$ cat src/rtl/game_pkg.sv
// Shared game definitions: sequencer states, keyboard codes and campaign length.
// Imported by the state controller, roam and the battle engine.
package game_pkg;

  typedef enum logic [2:0] {
    TITLE     = 3'd0,
    FADE_ROAM = 3'd1,
    ROAM      = 3'd2,
    FADE_BAT  = 3'd3,
    BATTLE    = 3'd4,
    GAME_OVER = 3'd5,
    CHAMPION  = 3'd6
  } game_state_t;

  // USB HID usage codes
  localparam logic [7:0] KEY_ENTER = 8'h28;
  localparam logic [7:0] KEY_W     = 8'h1A;
  localparam logic [7:0] KEY_A     = 8'h04;
  localparam logic [7:0] KEY_S     = 8'h16;
  localparam logic [7:0] KEY_D     = 8'h07;

  localparam int NUM_BATTLES_DEF = 5;

endpackage

$ cat src/rtl/edge_pulse.sv
// Two-flop synchronizer followed by a rising-edge detector.
// Emits a registered one-cycle pulse per rising edge of an asynchronous level.
module edge_pulse (
  input  logic Clk,
  input  logic Reset_n,
  input  logic din,
  output logic pulse
);

  logic sync0_r;
  logic sync1_r;
  logic prev_r;
  logic pulse_r;

  // synchronize the level and register the rising-edge pulse
  always_ff @(posedge Clk or negedge Reset_n) begin
    if (!Reset_n) begin
      sync0_r <= 1'b0;
      sync1_r <= 1'b0;
      prev_r  <= 1'b0;
      pulse_r <= 1'b0;
    end else begin
      sync0_r <= din;
      sync1_r <= sync0_r;
      prev_r  <= sync1_r;
      pulse_r <= sync1_r & ~prev_r;
    end
  end

  assign pulse = pulse_r;

endmodule

$ cat src/rtl/game_state_ctrl.sv
// Top-level game sequencer: title -> roam -> battle ... -> champion / game over,
// with frame-counted fades between screens. Outputs are registered state decodes.
module game_state_ctrl
  import game_pkg::*;
#(
  parameter int         NUM_BATTLES = NUM_BATTLES_DEF,
  parameter int         FADE_FRAMES = 30,
  parameter logic [7:0] KEY_ENTER   = game_pkg::KEY_ENTER
) (
  input  logic                               Clk,
  input  logic                               Reset_n,
  input  logic                               frame_clk,
  input  logic [7:0]                         keycode,
  input  logic                               start_battle,
  input  logic                               new_room,
  input  logic                               battle_won,
  input  logic                               battle_lost,
  output logic                               is_start,
  output logic                               is_roam,
  output logic                               is_battle,
  output logic                               is_fade,
  output logic [$clog2(FADE_FRAMES+1)-1:0]   fade_cnt,
  output logic [2:0]                         cur_battle,
  output logic                               game_over,
  output logic                               champion
);

  localparam int FW = $clog2(FADE_FRAMES + 1);

  localparam logic [2:0] ST_TITLE     = 3'(TITLE);
  localparam logic [2:0] ST_FADE_ROAM = 3'(FADE_ROAM);
  localparam logic [2:0] ST_ROAM      = 3'(ROAM);
  localparam logic [2:0] ST_FADE_BAT  = 3'(FADE_BAT);
  localparam logic [2:0] ST_BATTLE    = 3'(BATTLE);
  localparam logic [2:0] ST_GAME_OVER = 3'(GAME_OVER);
  localparam logic [2:0] ST_CHAMPION  = 3'(CHAMPION);

  localparam logic [FW-1:0] FADE_LOAD   = FW'(FADE_FRAMES);
  localparam logic [2:0]    LAST_BATTLE = 3'(NUM_BATTLES - 1);

  logic [2:0]    state_r;
  logic [2:0]    state_nxt_s;
  logic [FW-1:0] fade_cnt_r;
  logic [FW-1:0] fade_cnt_nxt_s;
  logic [2:0]    cur_battle_r;
  logic [2:0]    cur_battle_nxt_s;
  logic [7:0]    key_prev_r;
  logic          tick_s;
  logic          enter_evt_s;
  logic          fade_done_s;
  logic          is_start_r;
  logic          is_roam_r;
  logic          is_battle_r;
  logic          is_fade_r;
  logic          game_over_r;
  logic          champion_r;

  edge_pulse u_frame_tick (
    .Clk     (Clk),
    .Reset_n (Reset_n),
    .din     (frame_clk),
    .pulse   (tick_s)
  );

  assign enter_evt_s = (keycode == KEY_ENTER) && (key_prev_r != KEY_ENTER);
  // a zero count also ends the fade so the counter can never underflow
  assign fade_done_s = tick_s && (fade_cnt_r <= FW'(1));

  // next-state, fade counter and elite index
  always_comb begin
    state_nxt_s      = state_r;
    fade_cnt_nxt_s   = fade_cnt_r;
    cur_battle_nxt_s = cur_battle_r;
    case (state_r)
      ST_TITLE: begin
        if (enter_evt_s) begin
          state_nxt_s    = ST_FADE_ROAM;
          fade_cnt_nxt_s = FADE_LOAD;
        end else begin
          state_nxt_s = ST_TITLE;
        end
      end
      ST_FADE_ROAM, ST_FADE_BAT: begin
        if (fade_done_s) begin
          state_nxt_s    = (state_r == ST_FADE_ROAM) ? ST_ROAM : ST_BATTLE;
          fade_cnt_nxt_s = '0;
        end else if (tick_s) begin
          fade_cnt_nxt_s = fade_cnt_r - FW'(1);
        end else begin
          fade_cnt_nxt_s = fade_cnt_r;
        end
      end
      ST_ROAM: begin
        if (start_battle) begin
          state_nxt_s    = ST_FADE_BAT;
          fade_cnt_nxt_s = FADE_LOAD;
        end else if (new_room && (cur_battle_r >= LAST_BATTLE)) begin
          state_nxt_s = ST_CHAMPION;
        end else if (new_room) begin
          cur_battle_nxt_s = cur_battle_r + 3'd1;
        end else begin
          state_nxt_s = ST_ROAM;
        end
      end
      ST_BATTLE: begin
        if (battle_lost) begin
          state_nxt_s = ST_GAME_OVER;
        end else if (battle_won) begin
          state_nxt_s = ST_ROAM;
        end else begin
          state_nxt_s = ST_BATTLE;
        end
      end
      ST_GAME_OVER, ST_CHAMPION: begin
        if (enter_evt_s) begin
          state_nxt_s      = ST_TITLE;
          cur_battle_nxt_s = 3'd0;
        end else begin
          state_nxt_s = state_r;
        end
      end
      default: begin
        state_nxt_s      = ST_TITLE;
        fade_cnt_nxt_s   = '0;
        cur_battle_nxt_s = 3'd0;
      end
    endcase
  end

  // state, counters and flags; flags decode the next state so they track state_r exactly
  always_ff @(posedge Clk or negedge Reset_n) begin
    if (!Reset_n) begin
      state_r      <= ST_TITLE;
      fade_cnt_r   <= '0;
      cur_battle_r <= 3'd0;
      key_prev_r   <= 8'h00;
      is_start_r   <= 1'b1;
      is_roam_r    <= 1'b0;
      is_battle_r  <= 1'b0;
      is_fade_r    <= 1'b0;
      game_over_r  <= 1'b0;
      champion_r   <= 1'b0;
    end else begin
      state_r      <= state_nxt_s;
      fade_cnt_r   <= fade_cnt_nxt_s;
      cur_battle_r <= cur_battle_nxt_s;
      key_prev_r   <= keycode;
      is_start_r   <= (state_nxt_s == ST_TITLE);
      is_roam_r    <= (state_nxt_s == ST_ROAM);
      is_battle_r  <= (state_nxt_s == ST_BATTLE);
      is_fade_r    <= (state_nxt_s == ST_FADE_ROAM) || (state_nxt_s == ST_FADE_BAT);
      game_over_r  <= (state_nxt_s == ST_GAME_OVER);
      champion_r   <= (state_nxt_s == ST_CHAMPION);
    end
  end

  assign is_start   = is_start_r;
  assign is_roam    = is_roam_r;
  assign is_battle  = is_battle_r;
  assign is_fade    = is_fade_r;
  assign fade_cnt   = fade_cnt_r;
  assign cur_battle = cur_battle_r;
  assign game_over  = game_over_r;
  assign champion   = champion_r;

endmodule
$ cat config.mk
export PLATFORM = sky130hd
export DESIGN_NAME = game_state_ctrl
export DESIGN_NICKNAME = d
export VERILOG_FILES = /design/src/rtl/game_pkg.sv /design/src/rtl/edge_pulse.sv /design/src/rtl/game_state_ctrl.sv
export SDC_FILE = /design/constraint.sdc
export NUM_CORES = 1
export LEC_CHECK = 0
export BUFFER_PORTS_ARGS = -buffer_cell sky130_fd_sc_hd__clkbuf_2
export CORE_MARGIN = 3
export CORE_UTILIZATION = 43
export CTS_BUF_LIST = sky130_fd_sc_hd__clkbuf_4
export CTS_CLUSTER_DIAMETER = 60
export DETAILED_ROUTE_END_ITERATION = 6
export PLACE_DENSITY = 0.66
export REMOVE_ABC_BUFFERS = 1
export SYNTH_ARGS = -nofsm -noshare
export SYNTH_HDL_FRONTEND = slang
export SYNTH_SLANG_ARGS = --single-unit
$ cat constraint.sdc
create_clock -name Clk -period 4.9 [get_ports Clk]
set_input_delay 0.735 -clock Clk [delete_from_list [all_inputs] [get_ports Clk]]
set_output_delay 0.735 -clock Clk [all_outputs]
set_load 0.03 [all_outputs]
* Word level (Yosys, flattened, before mapping) *
Index checks and enable logic that the tools add are counted.

storage, ports and cells
  output and inout port bits = 14
  bits of input ports = 15
  logic and storage cells = 75
  flip-flop bits (word level) = 29

cells by class
  reduce and logical (&&, ||, !) cells = 12
  order comparisons = 2
  eq/ne operators = 21
  multiplexer cells = 20
  bitwise operators = 4
  $add $sub $neg = 2

operator list
  operator                                                                          count
  3-bit two-way mux                                                                 12
  5-bit two-way mux                                                                 4
  5-bit one-hot mux with 4 select lines                                             1
  3-bit equality test, second input constant                                        6
  3-bit one-hot mux with 5 select lines                                             1
  3-bit by 2-bit equality test with 1-bit output, second input constant             4
  2-bit inequality test, second input constant                                      6
  3-bit one-hot mux with 3 select lines                                             1
  8-bit by 6-bit equality test with 1-bit output, second input constant             1
  8-bit by 6-bit inequality test with 1-bit output, second input constant           1
  3-bit by 1-bit equality test with 1-bit output, second input constant             2
  3-bit logical NOT                                                                 2
  5-bit by 1-bit less-or-equal comparator with 1-bit output, second input constant  1
  5-bit AND reduction                                                               1
  5-bit by 1-bit subtractor with 5-bit output, second input constant                1
  4-bit AND reduction                                                               1
  2-bit OR reduction                                                                2
  4-bit OR reduction                                                                1
  3-bit by 1-bit adder with 3-bit output, second input constant                     1
  3-bit >= comparator, second input constant                                        1
  1-bit logical AND                                                                 3
  3-bit by 2-bit inequality test with 1-bit output, second input constant           1
  1-bit NOT                                                                         3
  3-bit OR reduction                                                                1
  other kinds (3)                                                                   3

* Depth between registers and ports, before layout *
  depth in word-level cells = 7
  depth in mapped cells = 7
  gate-level depth less buffers = 7

* Hierarchy *
From an unflattened synthesis, not the netlist that was laid out.

unflattened totals
  cells, all modules = 111
  area, all modules = 1330.0 um2

modules (own cells, without submodules)
  module           area an instance (um2)  instances  cells an instance  sequential area each (um2)
  game_state_ctrl  1216.2                  1          106                626.9
  edge_pulse       113.9                   1          5                  100.1

* Least setup slack after synthesis *
OpenSTA, ideal clock, no wires.

  path type = input to register
  start = in keycode[1]
  end = reg fade_cnt_r[1] (netlist: fade_cnt[1])
  stages on the path = 4
  slack = 2715 ps
  arrival time = 2057 ps
  path buffers = 0
  library setup time = 127 ps
  required time = 4773 ps
  cell sequence = nor4b_2 -> o211ai_1 -> o41ai_2 -> mux2_1

on the way
  cells in the longest elaborated chain, start to end = 4

RTL lines
  what                                            line                    RTL
  start, declared                                 game_state_ctrl.sv:13   input logic [7:0] keycode,
  8-bit by 6-bit equality test with 1-bit output  game_state_ctrl.sv:65   assign enter_evt_s = (keycode == KEY_ENTER) && (key_prev_r != KEY_ENTER);
  1-bit logical AND                               game_state_ctrl.sv:65
  2-bit inequality test (no source line)          n/a
  4-bit AND reduction (no source line)            n/a
  end signal, assigned                            game_state_ctrl.sv:145  fade_cnt_r <= fade_cnt_nxt_s;
  end, declared                                   game_state_ctrl.sv:43   logic [FW-1:0] fade_cnt_r;

No other way between the ends.
A chain may end at the register's enable or synchronous reset.

* Worst setup path in the final report *
Same ends and word-level chain as after synthesis.

==> metrics.txt <==
Hold Fails Final Rpt 0; clock root buffer clkbuf_4; #FFs+latches synth 29; Pleak between 0.7 and 0.8 nW; Final ANT Viol Nets 0; hpwl dp between 1500 and 2000 um; top-area cell type share of the netlist area 53.2%; Longest Clk Path Bufs 2; Residual DRC 0; Resized cells post-CTS 0; CTS H-tree depth 2; core area 0.00283 sq mm; first-pass GRT wire length between 4000 and 5000 um; Core Rows 19; cts hold-fix bufs 0; Tot Pwr approximately 0.00094 W; Die W 61.3 um; Netlist cell types 41; sequential element share of the synthesized area 55.2%; total wire length 2420 um; crit path kind primary input to flop; Startpoint Class primary input; layout net count approximately 160; total clock sinks 29; relative slew slack 52.0%; vias in the first global route between 900 and 1k; n_diodes 0; Die Y 61.3 um; most frequent cells after synthesis 28 x dfrtp_1, 6 x nor2_1, 5 x inv_1, 5 x nand2_1; CTS tree built; Async S/R FF share, synth 100%; Power Density 615 mW/mm^2; DRT iter0 DRCs 30; Fin Hold WS 0.360 ns; GRT Resource Usage Total 15.2%; Port Buf Inserts 28; Skew-Pair Late Insertion Delay 0.31 ns; worst hold-check path type flop to flop; vias per std cell roughly 5.7; global placement routability congestion 0.863; Main synth FF type dfrtp_1; Post-synth EDFFs 0; syn_area_per_cell approximately 12 sq um; post-route clock period utilization 44.6%; Initial Util 46.5%; Area Growth Syn to Fin 16.6%; # setup viols final 0; # IOs 29; Pins Over Slew Limit 0; Die Area 0.00376 sq mm; cell taking the most area after synthesis dfrtp_1; most numerous cell in the Yosys netlist dfrtp_1; crit path DAT ~2.4 ns; DRT Pass-1 Iters 4; vias post-DR 984; outcome finished clean; grt total ovfl 0; Worst-path clk slew ~0.080 ns; Max-Cap Viols 0; largest net degree at the start of global routing 30; Max Clk Rate 0.457 GHz; Max IR drop VDD 256 uV; Min Clock Period, post-route approximately 2.2 ns; setup tns final 0 ns; slew of the pin with the lowest slew margin 0.713 ns; RSZ-0062 raised after global routing no; per-cell routed wire length 14.0 um; antenna violations before repair 0; Max FO, Critical Path 8; crit end category flop; Post-Syn Area ~0.0013 sq mm; Clock Skews ~0.0032 ns; Area contributors post-synth dfrtp_1 53%, ha_1 2.9%, nor4b_2 2.3%, dfstp_2 2.0%, a22o_1 2.0%; Critical Path RT 5.09 ns; yosys warns 0; share of post-route cells with drive strength above 1 32.4%; Inserted Clock Buffers 5; setup bufs post-CTS 0; Mapped Cells 110
==> through the flow <==
stage / util [%] / std cells / worst slack (ns) / area (sq um)
floorplan: - / 106 / 2.72 / 1300
global placement: 52.3 / 165 / 2.46 / 1480
detailed placement: 52.3 / 165 / 2.39 / 1480
CTS: 54.3 / 173 / 2.73 / 1540
global route: 54.3 / 173 / 2.60 / 1540
finish: 54.3 / 173 / 2.71 / 1540
==> flip-flops by register name, summed over array words and instances (netlist names) <==
| signal | count |
|---|---|
| key_prev_r | 8 |
| fade_cnt | 5 |
| cur_battle | 3 |
| state_r | 3 |
| champion | 1 |
| game_over | 1 |
| is_battle | 1 |
| is_fade | 1 |
| is_roam | 1 |
| is_start | 1 |
| u_frame_tick.prev_r | 1 |
| u_frame_tick.pulse | 1 |
| u_frame_tick.sync0_r | 1 |
| u_frame_tick.sync1_r | 1 |
==> worst paths after layout <==
kind / from / end / slack [ns] / cells after the start
max in group asynchronous: Reset_n / cur_battle[0] / 3.99 / 1
worst min register to register: u_frame_tick.sync0_r / u_frame_tick.sync1_r / 0.36 / 0
worst max register to register: key_prev_r[1] / cur_battle[1] / 2.73 / 5
worst min-delay path: u_frame_tick.sync0_r / u_frame_tick.sync1_r / 0.36 / 0
min in group asynchronous: Reset_n / key_prev_r[6] / 0.46 / 1
worst max-delay path: keycode[1] / fade_cnt[1] / 2.71 / 5
==> cells by family after synthesis <==
logic type,synth area share [%]
fa+ha+maj,3.71
compound gates,17.4
flops,55.2
buf+inv,2.57
simple gates,17.7
mux,3.42
==> layout by cell type (no fill, tap or decap), drive strengths merged, types with 3 or more instances in the layout <==
cell type	synthesis	routed
mux2	4	4
a21oi	5	5
ha	3	3
dfrtp	28	28
inv	5	5
nor2	6	6
clkbuf	4	34
nand4	3	3
nor4b	4	4
nor2b	3	3
nand2	5	5
a22o	3	3
o21ai	5	5
==> where the power goes <==
part | switching, W | internal [W] | total [W]
logic | 0.000256 | 0.000159 | 0.000416
clock network | 0.0000755 | 0.0000601 | 0.000136
registers | 0.0000883 | 0.000305 | 0.000393
==> layout make-up <==
class	instances	area, sq um
clock buffer	6	45.0
clock inverter	2	10.0
fill	270	1290
inverter	5	18.8
multi-input combinational	72	556
sequential	29	727
tap	31	38.8
timing repair buffer	28	140
==> critical path, cell delays in order <==
cell	delay (ns)
clkbuf_2	0.10
nor4b_2	0.35
o211ai_1	0.20
o41ai_2	0.61
mux2_1	0.39
==> metal layers <==
metal  global-route usage (%)  up-vias  part of all wire, %
met5                        0        -                    0
met4                     8.98        0                  1.8
met3                     5.03        6                  6.0
met2                     23.9       28                   49
met1                     18.2      471                   43
li1                         -      479                    -
(Power assumes the default switching activity.)
